### src/rtl/fixed_subframe_sequencer_pkg.sv
// Shared types and constants for the FLAC FIXED-subframe sequencer.
package fixed_dec_pkg;

  localparam int DATA_W_DEF      = 16;
  localparam int BLOCK_W_DEF     = 16;
  localparam int MAX_FIXED_ORDER = 4;

  typedef enum logic [1:0] {
    IDLE  = 2'd0,
    CLEAR = 2'd1,
    RUN   = 2'd2,
    FLUSH = 2'd3
  } seq_state_t;

endpackage

### src/rtl/fixed_subframe_sequencer_if.sv
// Sample stream bundle: upstream warmup/residual input and downstream
// reconstructed-sample output, each with valid/ready flow control.
interface fixed_subframe_sequencer_if
  import fixed_dec_pkg::*;
#(
  parameter int DATA_W = DATA_W_DEF
) ();
  logic signed [DATA_W-1:0] iSample;
  logic                     iValid;
  logic                     oReady;
  logic signed [DATA_W-1:0] oData;
  logic                     oValid;
  logic                     iReady;

  // Producer of samples / consumer of reconstructed data
  modport master (output iSample, output iValid, input oReady,
                  input oData, input oValid, output iReady);
  // The sequencer side
  modport slave  (input iSample, input iValid, output oReady,
                  output oData, output oValid, input iReady);
endinterface

### src/rtl/fixed_subframe_sequencer_out_stage.sv
// Output holding stage: tracks whether the predictor's registered result
// is still waiting for downstream, and tells the sequencer when a new
// sample may be pushed through the predictor without overwriting it.
module fixed_out_stage (
  input  logic clk_i,
  input  logic rst_ni,
  input  logic load_i,    // a sample entered the predictor this cycle
  input  logic clr_i,     // drop any pending result
  input  logic ready_i,   // downstream accepts this cycle
  output logic valid_o,
  output logic room_o     // predictor may be advanced this cycle
);
  logic valid_q;

  // Valid flag: clear wins, then load, then downstream drain
  always_ff @(posedge clk_i or negedge rst_ni) begin
    if (!rst_ni) begin
      valid_q <= 1'b0;
    end else if (clr_i) begin
      valid_q <= 1'b0;
    end else if (load_i) begin
      valid_q <= 1'b1;
    end else if (ready_i) begin
      valid_q <= 1'b0;
    end
  end

  assign valid_o = valid_q;
  assign room_o  = !valid_q || ready_i;
endmodule

### src/rtl/fixed_subframe_sequencer.sv
// FLAC FIXED-subframe sequencer: latches order/size on start, clears the
// external predictor, feeds it block-size samples under flow control and
// forwards its registered results downstream.
// Optional macro SUBFRAME_ABORT_EN adds iAbort to cancel a running subframe.
module fixed_subframe_sequencer
  import fixed_dec_pkg::*;
#(
  parameter int DATA_W  = DATA_W_DEF,
  parameter int BLOCK_W = BLOCK_W_DEF
) (
  input  logic                     iClock,
  input  logic                     iReset_n,
  input  logic                     iStart,
  input  logic [3:0]               iOrder,
  input  logic [BLOCK_W-1:0]       iBlockSize,
`ifdef SUBFRAME_ABORT_EN
  input  logic                     iAbort,
`endif
  fixed_subframe_sequencer_if.slave bus,
  output logic                     oPredReset,
  output logic                     oPredEnable,
  output logic [3:0]               oPredOrder,
  output logic signed [DATA_W-1:0] oPredSample,
  input  logic signed [DATA_W-1:0] iPredData,
  output logic                     oWarmup,
  output logic                     oBusy,
  output logic                     oDone,
  output logic                     oError
);
  seq_state_t         state_q;
  logic [BLOCK_W-1:0] count_q;
  logic [BLOCK_W-1:0] count_d;
  logic [BLOCK_W-1:0] size_q;
  logic [3:0]         order_q;
  logic               done_q;
  logic               error_q;
  logic               abort;
  logic               accept;
  logic               room;

`ifdef SUBFRAME_ABORT_EN
  assign abort = iAbort && (state_q != IDLE);
`else
  assign abort = 1'b0;
`endif

  assign bus.oReady = (state_q == RUN) && room && (count_q < size_q) && !abort;
  assign accept     = bus.iValid && bus.oReady;
  assign count_d    = count_q + 1'b1;

  fixed_out_stage u_out (
    .clk_i   (iClock),
    .rst_ni  (iReset_n),
    .load_i  (accept),
    .clr_i   (abort),
    .ready_i (bus.iReady),
    .valid_o (bus.oValid),
    .room_o  (room)
  );

  // Control FSM with registered counters and status pulses
  always_ff @(posedge iClock or negedge iReset_n) begin
    if (!iReset_n) begin
      state_q <= IDLE;
      count_q <= '0;
      size_q  <= '0;
      order_q <= '0;
      done_q  <= 1'b0;
      error_q <= 1'b0;
    end else begin
      done_q  <= 1'b0;
      error_q <= 1'b0;
      if (abort) begin
        state_q <= IDLE;
      end else begin
        case (state_q)
          IDLE: begin
            if (iStart) begin
              if ((iOrder > 4'(MAX_FIXED_ORDER)) || (iBlockSize == '0)) begin
                error_q <= 1'b1;
              end else begin
                order_q <= iOrder;
                size_q  <= iBlockSize;
                count_q <= '0;
                state_q <= CLEAR;
              end
            end
          end
          CLEAR: state_q <= RUN;
          RUN: begin
            if (accept) begin
              count_q <= count_d;
              if (count_d == size_q) state_q <= FLUSH;
            end
          end
          FLUSH: begin
            if (bus.oValid && bus.iReady) begin
              done_q  <= 1'b1;
              state_q <= IDLE;
            end
          end
          default: state_q <= IDLE;
        endcase
      end
    end
  end

  // Predictor reset is held through our own reset so it never sees stale history
  assign oPredReset  = !iReset_n || (state_q == CLEAR) || abort;
  assign oPredEnable = accept;
  assign oPredOrder  = order_q;
  assign oPredSample = bus.iSample;
  assign bus.oData   = iPredData;
  assign oWarmup     = (state_q == RUN) && ({{(BLOCK_W-4){1'b0}}, order_q} > count_q);
  assign oBusy       = (state_q != IDLE);
  assign oDone       = done_q;
  assign oError      = error_q;
endmodule

### src/flat_wrapper.sv
// flat-port wrapper written by rule: the top's interface ports become plain ports
module fixed_subframe_sequencer_flat import fixed_dec_pkg::*;
#(
  parameter int DATA_W  = DATA_W_DEF,
  parameter int BLOCK_W = BLOCK_W_DEF
)
  (iClock, iReset_n, iStart, iOrder, iBlockSize, oPredReset, oPredEnable, oPredOrder, oPredSample, iPredData, oWarmup, oBusy, oDone, oError, bus_iSample, bus_iValid, bus_oReady, bus_oData, bus_oValid, bus_iReady);
  fixed_subframe_sequencer_if #(.DATA_W(DATA_W)) bus_i ();
  input  logic iClock;
  input  logic iReset_n;
  input  logic iStart;
  input  logic [3:0] iOrder;
  input  logic [BLOCK_W-1:0] iBlockSize;
  output logic oPredReset;
  output logic oPredEnable;
  output logic [3:0] oPredOrder;
  output logic signed [DATA_W-1:0] oPredSample;
  input  logic signed [DATA_W-1:0] iPredData;
  output logic oWarmup;
  output logic oBusy;
  output logic oDone;
  output logic oError;
  input wire logic [$bits(bus_i.iSample)-1:0] bus_iSample;
  input wire logic [$bits(bus_i.iValid)-1:0] bus_iValid;
  output wire logic [$bits(bus_i.oReady)-1:0] bus_oReady;
  output wire logic [$bits(bus_i.oData)-1:0] bus_oData;
  output wire logic [$bits(bus_i.oValid)-1:0] bus_oValid;
  input wire logic [$bits(bus_i.iReady)-1:0] bus_iReady;
  assign bus_i.iSample = bus_iSample;
  assign bus_i.iValid = bus_iValid;
  assign bus_oReady = bus_i.oReady;
  assign bus_oData = bus_i.oData;
  assign bus_oValid = bus_i.oValid;
  assign bus_i.iReady = bus_iReady;
  fixed_subframe_sequencer #(.DATA_W(DATA_W), .BLOCK_W(BLOCK_W)) u_core (.iClock(iClock), .iReset_n(iReset_n), .iStart(iStart), .iOrder(iOrder), .iBlockSize(iBlockSize), .bus(bus_i), .oPredReset(oPredReset), .oPredEnable(oPredEnable), .oPredOrder(oPredOrder), .oPredSample(oPredSample), .iPredData(iPredData), .oWarmup(oWarmup), .oBusy(oBusy), .oDone(oDone), .oError(oError));
endmodule
### config.mk
export PLATFORM = sky130hd
export DESIGN_NAME = fixed_subframe_sequencer_flat
export DESIGN_NICKNAME = d
export VERILOG_FILES = /design/src/rtl/fixed_subframe_sequencer_pkg.sv /design/src/rtl/fixed_subframe_sequencer_if.sv /design/src/rtl/fixed_subframe_sequencer_out_stage.sv /design/src/rtl/fixed_subframe_sequencer.sv /design/src/flat_wrapper.sv
export SDC_FILE = /design/constraint.sdc
export NUM_CORES = 1
export LEC_CHECK = 0
export ABC_AREA = 1
export CORE_MARGIN = 3
export CORE_UTILIZATION = 30
export CTS_BUF_LIST = sky130_fd_sc_hd__clkbuf_2 sky130_fd_sc_hd__clkbuf_4 sky130_fd_sc_hd__clkbuf_8
export CTS_CLUSTER_SIZE = 10
export DETAILED_ROUTE_END_ITERATION = 8
export RECOVER_POWER = 100
export SKIP_CTS_REPAIR_TIMING = 1
export SLEW_MARGIN = 20
export SYNTH_ARGS = -nofsm -noshare
export SYNTH_HDL_FRONTEND = slang
export SYNTH_HIERARCHICAL = 1
export SYNTH_SLANG_ARGS = --single-unit
### constraint.sdc
create_clock -name iClock -period 3 [get_ports iClock]
set_clock_uncertainty 0.05 [all_clocks]
set_input_delay 0.3 -clock iClock [delete_from_list [all_inputs] [get_ports iClock]]
set_output_delay 0.3 -clock iClock [all_outputs]
set_load 0.01 [all_outputs]
==> flow_summary.json <==
{
  "hold_viol_final": 0,
  "p_leak_nw": 1.64,
  "clock-sinks": 41,
  "end_kind": "output pin",
  "start_util_pct": 31.0,
  "cts_root_buf": "clkbuf_8",
  "setup_violations": 0,
  "endpoint": "oWarmup",
  "routedWlPerCell_um": 14.0,
  "io_buffers": 36,
  "grt_max_degree": 42,
  "synth_seq_area_share_pct": 32.1,
  "worstReg2RegStart": "u_core/count_q[1]",
  "final_antenna_net_count": 0,
  "pin_count": 101,
  "gp_congestion": 0.896,
  "rr_worst_depth": 14,
  "ys.warnings.count": 6,
  "die-area_um2": 11900,
  "drtIter0Drc": 161,
  "critPathArrivalTime_ps": 2370,
  "vias": 2814,
  "layout_setup_ws_ps": 277,
  "die_w_um": 109,
  "rows": 37,
  "clock_latency_ps": 300,
  "grt_pass1_wl_mm": 13.6,
  "n_fill_cell": 1105,
  "hp-class": "input pin to async pin",
  "yosysTopAreaCell": "dfrtp_1",
  "area_growth_pct": 11.2,
  "cts_buffers": 5,
  "synth_top_cell_area_share_pct": 32.1,
  "final_util_pct": 34.5,
  "p_per_area_nw_per_um2": 689,
  "synth.distinct_cells": 35,
  "syn_nets": 535,
  "slew_violations": 0,
  "place_ws_ps": 383,
  "period_needed_ps": 2720,
  "rsz0062_at_grt": "false",
  "tightest_slew_ps": 938,
  "htreeDepth": 2,
  "diodes": 0,
  "netlist_area_um2": 3200,
  "clock_path_buffers": 2,
  "crit_required_ps": 2650,
  "fin_nets": 541,
  "cts_tree": "done",
  "crit_start": "u_core/state_q[0]",
  "maxSlewHeadroom_pct": 37.4,
  "first_pass_iters": 4,
  "viasPerCell": 4.72,
  "max_freq_ghz": 0.367,
  "ff2ff_setup_slack_ps": 490,
  "place_inst": 588,
  "drt-total-wl_mm": 8.33,
  "worstSetupStartpointType": "flip-flop",
  "hpwl_mm": 6.52,
  "outcome": "finished, final reports clean",
  "tns_ps": 0,
  "synth.top_cells.by_area": "dfrtp_1 (32%), nand2_1 (15%), ha_1 (9.8%), buf_4 (7.5%), inv_1 (6.2%)",
  "netlist_instances": 453,
  "drc": 0,
  "core_um2": 10300,
  "drive_gt1_share_pct": 5.87,
  "post-route-period-util_pct": 90.8,
  "die_h_um": 109,
  "clk_pin_slew_ps": 90,
  "fin_cells": 596,
  "maxCapViolations": 0,
  "r2r-end": "u_core/state_q[0]",
  "grt.total_usage_pct": 14.6,
  "synth_area_per_cell_um2": 7.06,
  "antenna_found_initial": 0,
  "gr-total-overflow": 0,
  "cp_max_fo": 10,
  "grt_pass1_vias": 2762,
  "ir_worst_vdd_v": 0.000413,
  "worstSetupPathType": "flip-flop to output pin",
  "synth_seq_cells": 41
}
synthesized netlist by cell type (all sizes together):
cell     instances
a211oi           1
a21boi           1
a21oi            9
buf             34
clkbuf           5
conb             1
dfrtp           41
ha              25
inv             56
nand2          134
nand3           30
nand3b           1
nand4           12
nor2            45
nor3             3
nor4             3
o2111ai          1
o211ai           1
o21a             3
o21ai           41
o21bai           1
or2              1
xor2             4
kinds of logic after synthesis:
family / synth area share [%]
flops: 32.1
fa+ha+maj: 9.78
compound gates: 9.98
xor+xnor: 1.10
buf+inv: 15.2
other cells: 0.117
simple gates: 31.7
critical path, cell delays in order, from the launching register on:
cell	delay [ps]
dfrtp_1	420
inv_1	90
ha_1	400
inv_1	100
nor3_1	170
o2111ai_1	140
a21oi_1	180
clkdlybuf4s50_1	570
layer usage:
| metal | routed length, µm | share of wire, % | up-vias | global-route usage (%) |
|---|---|---|---|---|
| met5 | 0 | 0 | - | 0 |
| met3 | 553 | 6.6 | 15 | 3.49 |
| met4 | 188 | 2.3 | 0 | 4.90 |
| li1 | - | - | 1434 | - |
| met2 | 3840 | 46 | 78 | 24.1 |
| met1 | 3750 | 45 | 1287 | 18.6 |
state kept, by name, summed over array words and instances, names as in the netlist:
register              count
u_core/count_q           16
u_core/size_q            16
u_core/oPredOrder         4
u_core/state_q            2
u_core/oDone              1
u_core/oError             1
u_core/u_out/valid_o      1
per-stage QoR:
step | area, µm² | hold slack (ps) | total power (W)
after CTS | 3580 | 169 | 0.00252
after floorplan | 3200 | -45.6 | 0.00166
after detailed placement | 3460 | 459 | 0.00203
after global placement | 3460 | 471 | 0.00200
after global routing | 3560 | 356 | 0.00270
final | 3560 | 268 | 0.00245
cells in the final DEF (no fill, tap or decap), types with 4 or more instances in the layout:
master and count:
clkbuf_8 6, inv_1 55, o21ai_1 4, nand2_1 127, nand3_1 30, nand2_2 6, nor2_2 5, xor2_1 4
a21oi_1 8, ha_1 25, o21ai_0 37, dlygate4sd3_1 10, dfrtp_1 41, clkdlybuf4s50_1 24, nor2_1 38, nand4_1 12
how the worst min path moves through the flow:
stage | startpoint | end | slack, ps | depth (start not counted)
detailed placement | u_core/oPredOrder[3] | u_core/oPredOrder[3] | 460 | 2
floorplan | iReset_n | u_core/count_q[0] | -50 | 0
global placement | u_core/state_q[1] | u_core/state_q[1] | 470 | 2
CTS | iReset_n | u_core/size_q[6] | 170 | 2
finish | iReset_n | u_core/size_q[6] | 270 | 2
global route | iReset_n | u_core/size_q[7] | 360 | 2
area by class of cell:
| class | count | area, µm² | area share, % |
|---|---|---|---|
| clock buffer | 6 | 82.6 | 2.32 |
| timing repair buffer | 38 | 369 | 10.4 |
| clock inverter | 2 | 37.5 | 1.06 |
| multi-input combinational | 317 | 1660 | 46.7 |
| inverter | 56 | 210 | 5.91 |
| sequential | 41 | 1030 | 28.8 |
| tap | 136 | 170 | 4.78 |
power breakdown:
group | switching, W | total [W] | leakage, nW | internal [W]
sequential | 0.000132 | 0.000848 | 0.535 | 0.000716
combinational | 0.000682 | 0.00112 | 1.05 | 0.000438
clock | 0.000214 | 0.000485 | 0.0574 | 0.000271
total | 0.00103 | 0.00245 | 1.64 | 0.00142
(Power assumes the default switching activity.)
